--- config.mk ---
export PLATFORM = sky130hd
export DESIGN_NAME = hp_add_subtract
export DESIGN_NICKNAME = d
export VERILOG_FILES = /design/src/rtl/hp_add_subtract.sv
export SDC_FILE = /design/constraint.sdc
export NUM_CORES = 1
export LEC_CHECK = 0
export BUFFER_PORTS_ARGS = -buffer_cell sky130_fd_sc_hd__clkbuf_2
export CORE_MARGIN = 4
export CORE_UTILIZATION = 60
export CTS_CLUSTER_SIZE = 28
export DETAILED_ROUTE_END_ITERATION = 10
export GPL_ROUTABILITY_DRIVEN = 0
export PLACE_DENSITY = 0.76
export REMOVE_ABC_BUFFERS = 1
export SYNTH_ARGS = -nofsm -noshare
export SYNTH_HDL_FRONTEND = slang
export SYNTH_SLANG_ARGS = --single-unit
export TNS_END_PERCENT = 30
--- constraint.sdc ---
create_clock -name clk -period 26.5 [get_ports clk]
set_input_delay 1.325 -clock clk [delete_from_list [all_inputs] [get_ports clk]]
set_output_delay 1.325 -clock clk [all_outputs]
set_load 0.02 [all_outputs]
--- src/rtl/hp_add_subtract.sv ---
// Registered floating-point adder (1/NEXP/NSIG format, bfloat16 by default).
// Single-cycle combinational datapath feeding one output register stage.
module hp_add_subtract #(
  parameter int NEXP        = 8,
  parameter int NSIG        = 7,
  parameter int NTYPES      = 6,
  parameter int NEXCEPTIONS = 5
) (
  input  logic                   clk,
  input  logic                   reset,
  input  logic [NEXP+NSIG:0]     a,
  input  logic [NEXP+NSIG:0]     b,
  output logic [NEXP+NSIG:0]     result,
  output logic [NTYPES-1:0]      bfFlags,
  output logic [NEXCEPTIONS-1:0] exception
);
  localparam int W  = NEXP + NSIG + 1;
  localparam int M  = NSIG + 4;   // hidden + fraction + guard/round/sticky
  localparam int EW = NEXP + 2;
  localparam logic [NEXP-1:0] EMAX = '1;
  localparam logic [W-1:0] QNAN = {1'b0, {NEXP{1'b1}}, 1'b1, {(NSIG-1){1'b0}}};

  logic            w_sa, w_sb;
  logic [NEXP-1:0] w_ea, w_eb;
  logic [NSIG-1:0] w_fa, w_fb;
  logic            w_a_nan, w_b_nan, w_a_snan, w_b_snan;
  logic            w_a_inf, w_b_inf, w_a_zero, w_b_zero;
  logic            w_swap, w_sl, w_ss;
  logic [EW-1:0]   w_el, w_es, w_diff, w_dsh, w_lz, w_lsh, w_en, w_ef;
  logic [NSIG:0]   w_ml, w_ms, w_mf;
  logic [2*M-1:0]  w_wide;
  logic [M-1:0]    w_lg, w_sm, w_norm;
  logic [M:0]      w_sum;
  logic            w_rnd, w_inx, w_ovf;
  logic [NSIG+1:0] w_mr;
  logic [W-1:0]    w_res;
  logic [NEXCEPTIONS-1:0] w_exc;

  logic [W-1:0]           r_result;
  logic [NTYPES-1:0]      r_flags;
  logic [NEXCEPTIONS-1:0] r_exc;

  assign {w_sa, w_ea, w_fa} = a;
  assign {w_sb, w_eb, w_fb} = b;

  assign w_a_nan  = (w_ea == EMAX) && (w_fa != '0);
  assign w_b_nan  = (w_eb == EMAX) && (w_fb != '0);
  assign w_a_snan = w_a_nan && !w_fa[NSIG-1];
  assign w_b_snan = w_b_nan && !w_fb[NSIG-1];
  assign w_a_inf  = (w_ea == EMAX) && (w_fa == '0);
  assign w_b_inf  = (w_eb == EMAX) && (w_fb == '0);
  assign w_a_zero = (w_ea == '0) && (w_fa == '0);
  assign w_b_zero = (w_eb == '0) && (w_fb == '0);

  // Larger magnitude goes first; raw {exp,frac} ordering matches magnitude order.
  assign w_swap = {w_eb, w_fb} > {w_ea, w_fa};
  assign w_sl   = w_swap ? w_sb : w_sa;
  assign w_ss   = w_swap ? w_sa : w_sb;
  assign w_el   = w_swap ? ((w_eb == '0) ? EW'(1) : EW'(w_eb)) : ((w_ea == '0) ? EW'(1) : EW'(w_ea));
  assign w_es   = w_swap ? ((w_ea == '0) ? EW'(1) : EW'(w_ea)) : ((w_eb == '0) ? EW'(1) : EW'(w_eb));
  assign w_ml   = w_swap ? {|w_eb, w_fb} : {|w_ea, w_fa};
  assign w_ms   = w_swap ? {|w_ea, w_fa} : {|w_eb, w_fb};

  function automatic logic [NTYPES-1:0] classify(input logic [W-1:0] v);
    logic [NEXP-1:0] e;
    logic [NSIG-1:0] f;
    e = v[W-2:NSIG];
    f = v[NSIG-1:0];
    classify = '0;
    if (e == EMAX) begin
      if (f == '0)          classify[3] = 1'b1;
      else if (f[NSIG-1])   classify[4] = 1'b1;
      else                  classify[5] = 1'b1;
    end else if (e == '0) begin
      if (f == '0) classify[2] = 1'b1;
      else         classify[1] = 1'b1;
    end else begin
      classify[0] = 1'b1;
    end
  endfunction

  always_comb begin
    // Alignment: bits shifted below the window all fold into sticky.
    w_diff = w_el - w_es;
    w_dsh  = (w_diff > EW'(M)) ? EW'(M) : w_diff;
    w_wide = {w_ms, 3'b000, {M{1'b0}}} >> w_dsh;
    w_sm   = {w_wide[2*M-1:M+1], w_wide[M] | (|w_wide[M-1:0])};
    w_lg   = {w_ml, 3'b000};
    w_sum  = (w_sl == w_ss) ? ({1'b0, w_lg} + {1'b0, w_sm}) : ({1'b0, w_lg} - {1'b0, w_sm});

    w_lz = EW'(M);
    for (int i = 0; i < M; i++)
      if (w_sum[i]) w_lz = EW'(M - 1 - i);

    // Left shift is capped so the exponent never drops below 1 (subnormal boundary).
    w_lsh = '0;
    if (w_sum[M]) begin
      w_norm = {w_sum[M:2], w_sum[1] | w_sum[0]};
      w_en   = w_el + EW'(1);
    end else begin
      w_lsh  = (w_lz < w_el - EW'(1)) ? w_lz : w_el - EW'(1);
      w_norm = w_sum[M-1:0] << w_lsh;
      w_en   = w_el - w_lsh;
    end

    w_rnd = w_norm[2] & (w_norm[1] | w_norm[0] | w_norm[3]);
    w_inx = |w_norm[2:0];
    w_mr  = {1'b0, w_norm[M-1:3]} + (NSIG+2)'(w_rnd);
    if (w_mr[NSIG+1]) begin
      w_mf = w_mr[NSIG+1:1];
      w_ef = w_en + EW'(1);
    end else begin
      w_mf = w_mr[NSIG:0];
      w_ef = w_en;
    end
    w_ovf = w_mf[NSIG] && (w_ef >= {2'b00, EMAX});

    w_res = '0;
    w_exc = '0;
    if (w_a_nan || w_b_nan) begin
      w_res    = QNAN;
      w_exc[4] = w_a_snan | w_b_snan;
    end else if (w_a_inf && w_b_inf && (w_sa != w_sb)) begin
      w_res    = QNAN;
      w_exc[4] = 1'b1;
    end else if (w_a_inf) begin
      w_res = a;
    end else if (w_b_inf) begin
      w_res = b;
    end else if (w_a_zero && w_b_zero) begin
      w_res = {w_sa & w_sb, {(W-1){1'b0}}};
    end else if (w_b_zero) begin
      w_res = a;
    end else if (w_a_zero) begin
      w_res = b;
    end else if (w_sum == '0) begin
      w_res = '0;
    end else if (w_ovf) begin
      w_res    = {w_sl, EMAX, {NSIG{1'b0}}};
      w_exc[2] = 1'b1;
      w_exc[0] = 1'b1;
    end else begin
      w_res    = {w_sl, (w_mf[NSIG] ? w_ef[NEXP-1:0] : {NEXP{1'b0}}), w_mf[NSIG-1:0]};
      w_exc[0] = w_inx;
      w_exc[1] = w_inx & ~w_mf[NSIG];
    end
  end

  always_ff @(posedge clk) begin
    if (reset) begin
      r_result <= '0;
      r_flags  <= '0;
      r_exc    <= '0;
    end else begin
      r_result <= w_res;
      r_flags  <= classify(w_res);
      r_exc    <= w_exc;
    end
  end

  assign result    = r_result;
  assign bfFlags   = r_flags;
  assign exception = r_exc;
endmodule

Word level (Yosys, flattened, before mapping) --
Index checks and enable logic that the tools add are counted.
Storage, ports and cells: flip-flop bits (word level) 27, latch bits 0, bits in writable memories 0, ROM bits 0, input bits 34, memories 0
Operators by class: $add $sub $neg 8, multipliers 0, div/mod/pow operators 0, $lt $le $gt $ge 4, eq/ne operators 5, shifts and indexed selects 2, mux-type cells 45, bitwise gates (word level) 11, reductions and logical operators 35
Operator list (number):
- $mux W10 | 15
- $mux W16 | 6
- $mux W8 | 7
- $mux W15 | 3
- $eq A8 B8 Y1 const B | 3
- $logic_not A8 Y1 | 3
- $shr A22 B10 Y22 | 1
- $logic_not A7 Y1 | 3
- $add A10 B1 Y10 const B | 2
- $reduce_or A8 Y1 | 2
- $gt A15 B15 Y1 | 1
- $reduce_bool A7 Y1 | 2
- $add A11 B11 Y12 | 1
- $logic_and A1 B1 Y1 | 12
- $logic_not A12 Y1 | 1
- $mux W1 | 12
- $mux W12 | 1
- $reduce_or A3 Y1 | 4
- $sub A11 B11 Y12 | 1
- $mux W11 | 1
- $reduce_or A11 Y1 | 1
- $shl A11 B10 Y11 | 1
- $ge A10 B8 Y1 const B | 1
- $gt A10 B4 Y1 const B | 1
- 15 further kinds | 25

Logic depth before layout (Yosys ltp) --
Gate-level depths: netlist of run 1.
depth in word-level cells 45, mapped depth 72, gate-level depth less buffers 65

Worst setup path after synthesis of run 1 --
OpenSTA, ideal clock, no wires.
path kind input to register, from in a[12], to reg r_flags[4], in the netlist bfFlags[4], library setup time 0.070 ns, data arrival time 14.174 ns, required time 26.430 ns, path slack 12.256 ns, stages 61, path buffers 7, cells stage by stage inv_1 > ha_1 > and4_1 > nand4b_1 > and3_4 > a21oi_4 > buf_6 > buf_2 > buf_1 > clkbuf_1 > a21oi_1 > ha_1 > fa_1 > inv_1 > a31oi_1 > nand2_1 > mux2i_1 > mux2_4 > [... 25 more ...] > o2111ai_1 > inv_1 > ha_1 > o21ai_0 > nand2b_1 > and2_1 > a21o_1 > a21oi_1 > o21ai_0 > a21oi_1 > mux2_2 > a21o_1 > a2111oi_4 > or2_1 > a21oi_1 > o31a_1 > o2111a_1 > a21oi_1
On the way: word-level cells in the longest chain between the ends 45, elaborated cells between the ends (all ways) 73, those cells by class 8 x add/sub; 4 x order compare; 3 x eq/ne; 2 x shift; 36 x mux; 6 x bitwise; 14 x reduce/logical
RTL lines:
- start: declaration | RTL line 11 | input logic [NEXP+NSIG:0] a,
- parallel branches: the longest is 41 deep, another holds $gt A15 B15 Y1
- $mux W15 * | RTL line 120 | if (w_a_nan || w_b_nan) begin
- $eq A8 B8 Y1 | RTL line 70 | if (e == EMAX) begin
- $not A1 Y1 (no line)
- $reduce_or A3 Y1 (no line)
- end signal: assignment | RTL line 156 | r_flags <= classify(w_res);
- end: declaration | RTL line 40 | logic [NTYPES-1:0] r_flags;
Mark *: on every way between the ends. A chain may end at the register's enable or synchronous reset.

Worst setup path in the final report of run 1 --
from in a[9], to reg r_flags[2], in the netlist bfFlags[2]
On the way: word-level cells in the longest chain between the ends 45, elaborated cells between the ends (all ways) 74, those cells by class 8 x add/sub; 4 x order compare; 3 x eq/ne; 2 x shift; 36 x mux; 6 x bitwise; 15 x reduce/logical
RTL lines:
- parallel branches: the longest is 41 deep, another holds $gt A15 B15 Y1
- $mux W15 * | RTL line 120
- $logic_not A8 Y1 | RTL line 74 | end else if (e == '0) begin
- $not A1 Y1 (no line)
- $reduce_or A3 Y1 (no line)
Marked as above.

==> results.py, run 1 <==
metrics = {
    "critical_path": {
        "crit_type": "input pin to register",
        "crit_required_ns": 26.67,
        "crit_path_end_kind": "register",
        "crit_start": "a[9]",
        "start_kind": "input pin",
        "crit_fanout": 41,
        "crit_top_cell": "ha_1",
        "cp.arrival_ns": 17.50,
        "slowest_delay_ns": 0.89,
        "slowest_stage": "mux2i_1",
    },
    "synthesis": {
        "synth_cell_types": 112,
        "synthTopCellsByCount": "99 x nor2_1, 97 x nand2_1, 81 x a21oi_1, 70 x o21ai_0, 59 x inv_1",
        "synth_seq_area_share_pct": 6.94,
        "synth_warnings": 0,
        "synthFlopType": "dfxtp_1",
        "yosysTopAreaCell": "ha_1",
        "synth_edf_count": 0,
        "synth.most_common_cell": "nor2_1",
        "syn_avg_cell_area_um2": 7.07,
        "synth_async_sr_flop_share_pct": 0,
        "synth_cells": 1061,
        "syn-cell-area_mm2": 0.00750,
        "yosysTopAreaCellShare_pct": 9.01,
        "synth_seq_cells": 26,
        "synth_area_leaders": "ha_1 9.0%, dfxtp_1 6.9%, mux2i_1 6.3%",
    },
    "routing": {
        "drt_first_pass_iters": 6,
        "wl_per_cell_um": 20.1,
        "final_antenna_net_count": 0,
        "viasPerCell": 7.00,
        "drt_wl_total_um": 25300,
        "drc_errors": 0,
        "drt_iter0_drc": 1025,
        "via_count": 8787,
    },
    "sta": {
        "fmax_ghz": 0.0577,
        "rsz0062_at_grt": "no",
        "period_needed_ns": 17.34,
        "maxSlewViolCount": 0,
        "tightest_slew_ns": 1.13,
        "fin_tns_setup_ns": 0,
        "period_share_pct": 65.4,
        "slew_headroom_pct": 23.6,
        "hold_viol_final": 0,
        "finalSetupViolations": 0,
    },
    "clock_tree": {
        "holdBufCountCts": 0,
        "cts.sinks": 26,
        "cts_max_path_buffers": 2,
        "cts_buffers": 3,
        "ctsRootBufferMaster": "clkbuf_16",
        "htreeDepth": 1,
        "post_cts_resized": 0,
        "clk_pin_slew_ns": 0.06,
        "post-cts-setup-buffer-count": 0,
        "cts_tree": "yes",
    },
    "min_path": {
        "min_to": "result[15]",
        "hold_path_class": "input pin to register",
        "hold_depth": 3,
        "min_from": "a[15]",
    },
    "floorplanning": {
        "start_util_pct": 61.9,
        "core_area_mm2": 0.0121,
        "dieArea_mm2": 0.0143,
        "die_x_um": 120,
        "pin_count": 61,
        "die_h_um": 120,
        "rows": 40,
    },
    "place": {
        "dp_hpwl_um": 20100,
        "portBuffers": 59,
    },
    "global_route": {
        "grt_pass1_wl_um": 40600,
        "grt_max_degree": 42,
        "grt_overflow_total": 0,
        "antenna_found_initial": 1,
        "grt_pass1_vias": 8071,
        "grtUsageTotal_pct": 33.6,
    },
    "layout": {
        "drive_above_1_share_pct": 13.2,
        "diodes": 0,
        "utilization_pct": 65.7,
        "syn_to_final_growth_pct": 6.16,
        "nNetsFinal": 1179,
    },
    "power": {
        "vdd_ir_drop_max_mv": 0.0341,
        "total_power_uw": 581,
        "p_leak_uw": 0.00333,
        "p_per_area_mw_per_mm2": 73.0,
    },
    "job": {
        "drv_cap": 0,
    },
    "run_status": {
        "status": "completed",
    },
}
==> power by group <==
group / total [uW] / switching, uW / internal [uW] / leakage (uW)
Sequential: 55.7 / 3.66 / 52.0 / 0.000215
Clock: 36.5 / 13.4 / 23.1 / 0.0000442
Combinational: 488 / 310 / 178 / 0.00307
==> worst max-delay path, delay by kind of cell <==
family / cells / cell delay, ns
buf+inv: 6 / 1.42
simple gates: 20 / 5.65
compound gates: 19 / 5.04
fa+ha+maj: 6 / 2.32
xor+xnor: 2 / 0.42
mux: 2 / 1.28
==> cell usage in the layout, fill, tap and decap left out, types with 7 or more instances in the layout <==
cell type   n
o211ai_1   15
nor3_1     36
ha_1       54
dfxtp_1    26
a211oi_1   12
clkbuf_2   59
o21ai_0    70
o31ai_1    13
nand2b_1   12
or4_1       7
xnor2_1    25
a211o_1     9
or3_1      16
inv_1      59
nor2_1     99
o2111ai_1   7
a31oi_1    10
o21a_1     14
and2_1     16
nand4_1    15
a22oi_1     8
nand3_1    38
buf_4       9
a21oi_1    81
mux2_2     12
nand2_1    97
mux2i_1    47
o31a_1     13
nor4_1     15
==> state kept, by name, indices dropped and copies added, names as in the netlist <==
signal / cells
result: 16
exception: 4
bfFlags: 6
==> cell type report <==
cell class | instances | area, um2
multi-input cells | 927 | 6540
fillers | 1163 | 4150
well taps | 168 | 210
repair buffers | 68 | 363
inverters | 62 | 236
flip-flops and latches | 26 | 520
clock buffers | 4 | 88.8
==> logic make-up after synthesis <==
logic type	share of synthesized area, %
multiplexers	8.88
adder cells (fa/ha/maj)	9.81
flip-flops	6.94
XOR/XNOR	4.15
AND/OR/NAND/NOR	28.7
AO/OA/AOI/OAI	35.4
other	0.0500
buffers and inverters	6.09
==> worst max path at each step <==
stage	slack, ns	depth (start not counted)	to
after floorplan	11.59	55	bfFlags[2]
after global placement	9.56	57	bfFlags[1]
after detailed placement	9.35	55	bfFlags[1]
after CTS	9.56	55	bfFlags[1]
after global routing	8.22	54	bfFlags[2]
final	9.16	55	bfFlags[2]
==> through the flow <==
step / setup WS (ns) / cells / hold slack, ns / area, um2
finish: 9.16 / 1255 / 1.42 / 7960
global placement: 9.56 / 1251 / 1.67 / 7870
global route: 8.22 / 1255 / 1.45 / 7960
floorplan: 11.59 / 1015 / 1.39 / 7280
CTS: 9.56 / 1255 / 1.40 / 7960
detailed placement: 9.35 / 1251 / 1.67 / 7870
==> metal layers <==
metal  GRT usage, %  vias to the layer above  part of all wire, %
met5           4.41                        -                 0.38
met4           12.3                        4                  3.6
met1           44.9                     4012                   40
met3           4.95                       84                   10
li1               -                     4109                    -
met2           54.6                      578                   45
(Power assumes the default switching activity.)
==> run 2: changes to the inputs <==
- clock period: 26.5 -> 17.65 ns (I/O delays scaled with it)
==> run 2 against run 1 <==
- worst hold slack lost 0.47 ns
- critical path type unchanged
- critical endpoint is now bfFlags[1]
- clock power rose by 50%
- clock-buffer cell count stayed put
==> results.py, run 2 (synthesis gave the netlist of run 1 again) <==
metrics = {
    "run_status": {
        "status": "completed",
    },
    "global_route": {
        "grt_pass1_wl_um": 41400,
        "grt_overflow_total": 0,
        "grt_max_degree": 42,
        "antenna_found_initial": 0,
        "grt_pass1_vias": 8078,
        "grtUsageTotal_pct": 34.3,
    },
    "sta": {
        "fin_ws_ns": 1.57,
        "period_needed_ns": 16.08,
        "hold_viol_final": 0,
        "timing.hold.ws_ns": 0.951,
        "fmax_ghz": 0.0622,
        "rsz0062_at_grt": "no",
        "fin_tns_setup_ns": 0,
        "tightest_slew_ns": 1.14,
        "maxSlewViolCount": 0,
        "finalSetupViolations": 0,
        "period_share_pct": 91.1,
        "slew_headroom_pct": 23.2,
    },
    "power": {
        "p_per_area_mw_per_mm2": 110,
        "p_int_uw": 383,
        "p_leak_uw": 0.00335,
        "p_clk_share_pct": 6.2,
        "switching_power_uw": 498,
        "sw_frac_of_total_pct": 56.5,
        "power_frac_seq_pct": 9.6,
        "pwr-share-comb_pct": 84.2,
        "vdd_ir_drop_max_mv": 0.0521,
        "total_power_uw": 881,
    },
    "critical_path": {
        "slowest_delay_ns": 0.79,
        "crit_required_ns": 17.85,
        "crit_top_cell": "ha_1",
        "crit_fanout": 20,
        "crit_path_end_kind": "register",
        "crit_type": "input pin to register",
        "start_kind": "input pin",
        "cp.arrival_ns": 16.27,
        "slowest_stage": "mux2i_1",
    },
    "clock_tree": {
        "cts.sinks": 26,
        "post_cts_resized": 0,
        "cts_max_path_buffers": 2,
        "post-cts-setup-buffer-count": 0,
        "clk_pin_slew_ns": 0.07,
        "cts_buffers": 3,
        "ctsRootBufferMaster": "clkbuf_16",
        "holdBufCountCts": 0,
        "htreeDepth": 1,
        "cts_tree": "yes",
    },
    "layout": {
        "fillCellCount": 1166,
        "syn_to_final_growth_pct": 6.66,
        "diodes": 0,
        "final_common_cell": "nor2_1",
        "drive_above_1_share_pct": 13.6,
        "nNetsFinal": 1184,
        "largest_register_ff_count": 16,
        "fin_cells": 1260,
        "final_cell_mix": "99 x nor2_1, 97 x nand2_1, 81 x a21oi_1, 70 x o21ai_0",
    },
    "floorplanning": {
        "core_area_mm2": 0.0121,
        "die_h_um": 120,
        "start_util_pct": 61.9,
        "die_x_um": 120,
        "dieArea_mm2": 0.0143,
        "rows": 40,
        "pin_count": 61,
    },
    "routing": {
        "drc_errors": 0,
        "drt_first_pass_iters": 6,
        "viasPerCell": 7.04,
        "final_antenna_net_count": 0,
        "wl_per_cell_um": 20.4,
        "via_count": 8871,
        "drt_iter0_drc": 1183,
        "drt_wl_total_um": 25700,
    },
    "place": {
        "dpl.cell_count": 1256,
        "portBuffers": 59,
        "dpl_worst_slack_ns": 1.63,
        "dp_hpwl_um": 20500,
    },
    "job": {
        "drv_cap": 0,
    },
    "min_path": {
        "hold_path_class": "input pin to register",
    },
}
## run 2: worst paths after layout
path	from	slack (ns)	end	cells after the start
max	a[14]	1.57	bfFlags[1]	57
min	a[15]	0.95	result[15]	3
## run 2: through the flow
step	util, %	area, um2
detailed placement	65.3	7910
global placement	65.3	7910
global route	66.0	8000
finish	66.0	8000
CTS	66.0	8000
floorplan	-	7280
## run 2: final cells by class
cell class / count / area (um2) / share of cell area, %
clock buffer: 4 / 88.8 / 1.11
tap: 168 / 210 / 2.63
multi-input combinational: 927 / 6540 / 81.8
sequential: 26 / 520 / 6.51
timing repair buffer: 73 / 400 / 5.01
inverter: 62 / 236 / 2.96
## run 2: power by group through the flow
stage | clock, uW | combinational [uW] | sequential, uW
finish | 54.9 | 742 | 84.2
detailed placement | 0 | 714 | 85.0
global placement | 0 | 708 | 84.1
CTS | 54.4 | 719 | 84.3
global route | 56.2 | 805 | 85.2
floorplan | 0 | 514 | 109
## run 2: metal layers
layer | global-route usage (%) | part of all wire [%]
met2 | 55.7 | 46
met5 | 0 | 0
met4 | 9.45 | 3.1
met3 | 4.76 | 10
met1 | 47.4 | 41
## run 2: worst max-delay path, delay by kind of cell
family / cells / cell delay, ns
muxes: 2 / 1.18
buffers and inverters: 6 / 1.14
and+or+nand+nor: 18 / 4.93
AOI/OAI and AO/OA: 24 / 5.80
adders and majority gates: 6 / 2.15
xor gates and xnor gates: 1 / 0.17
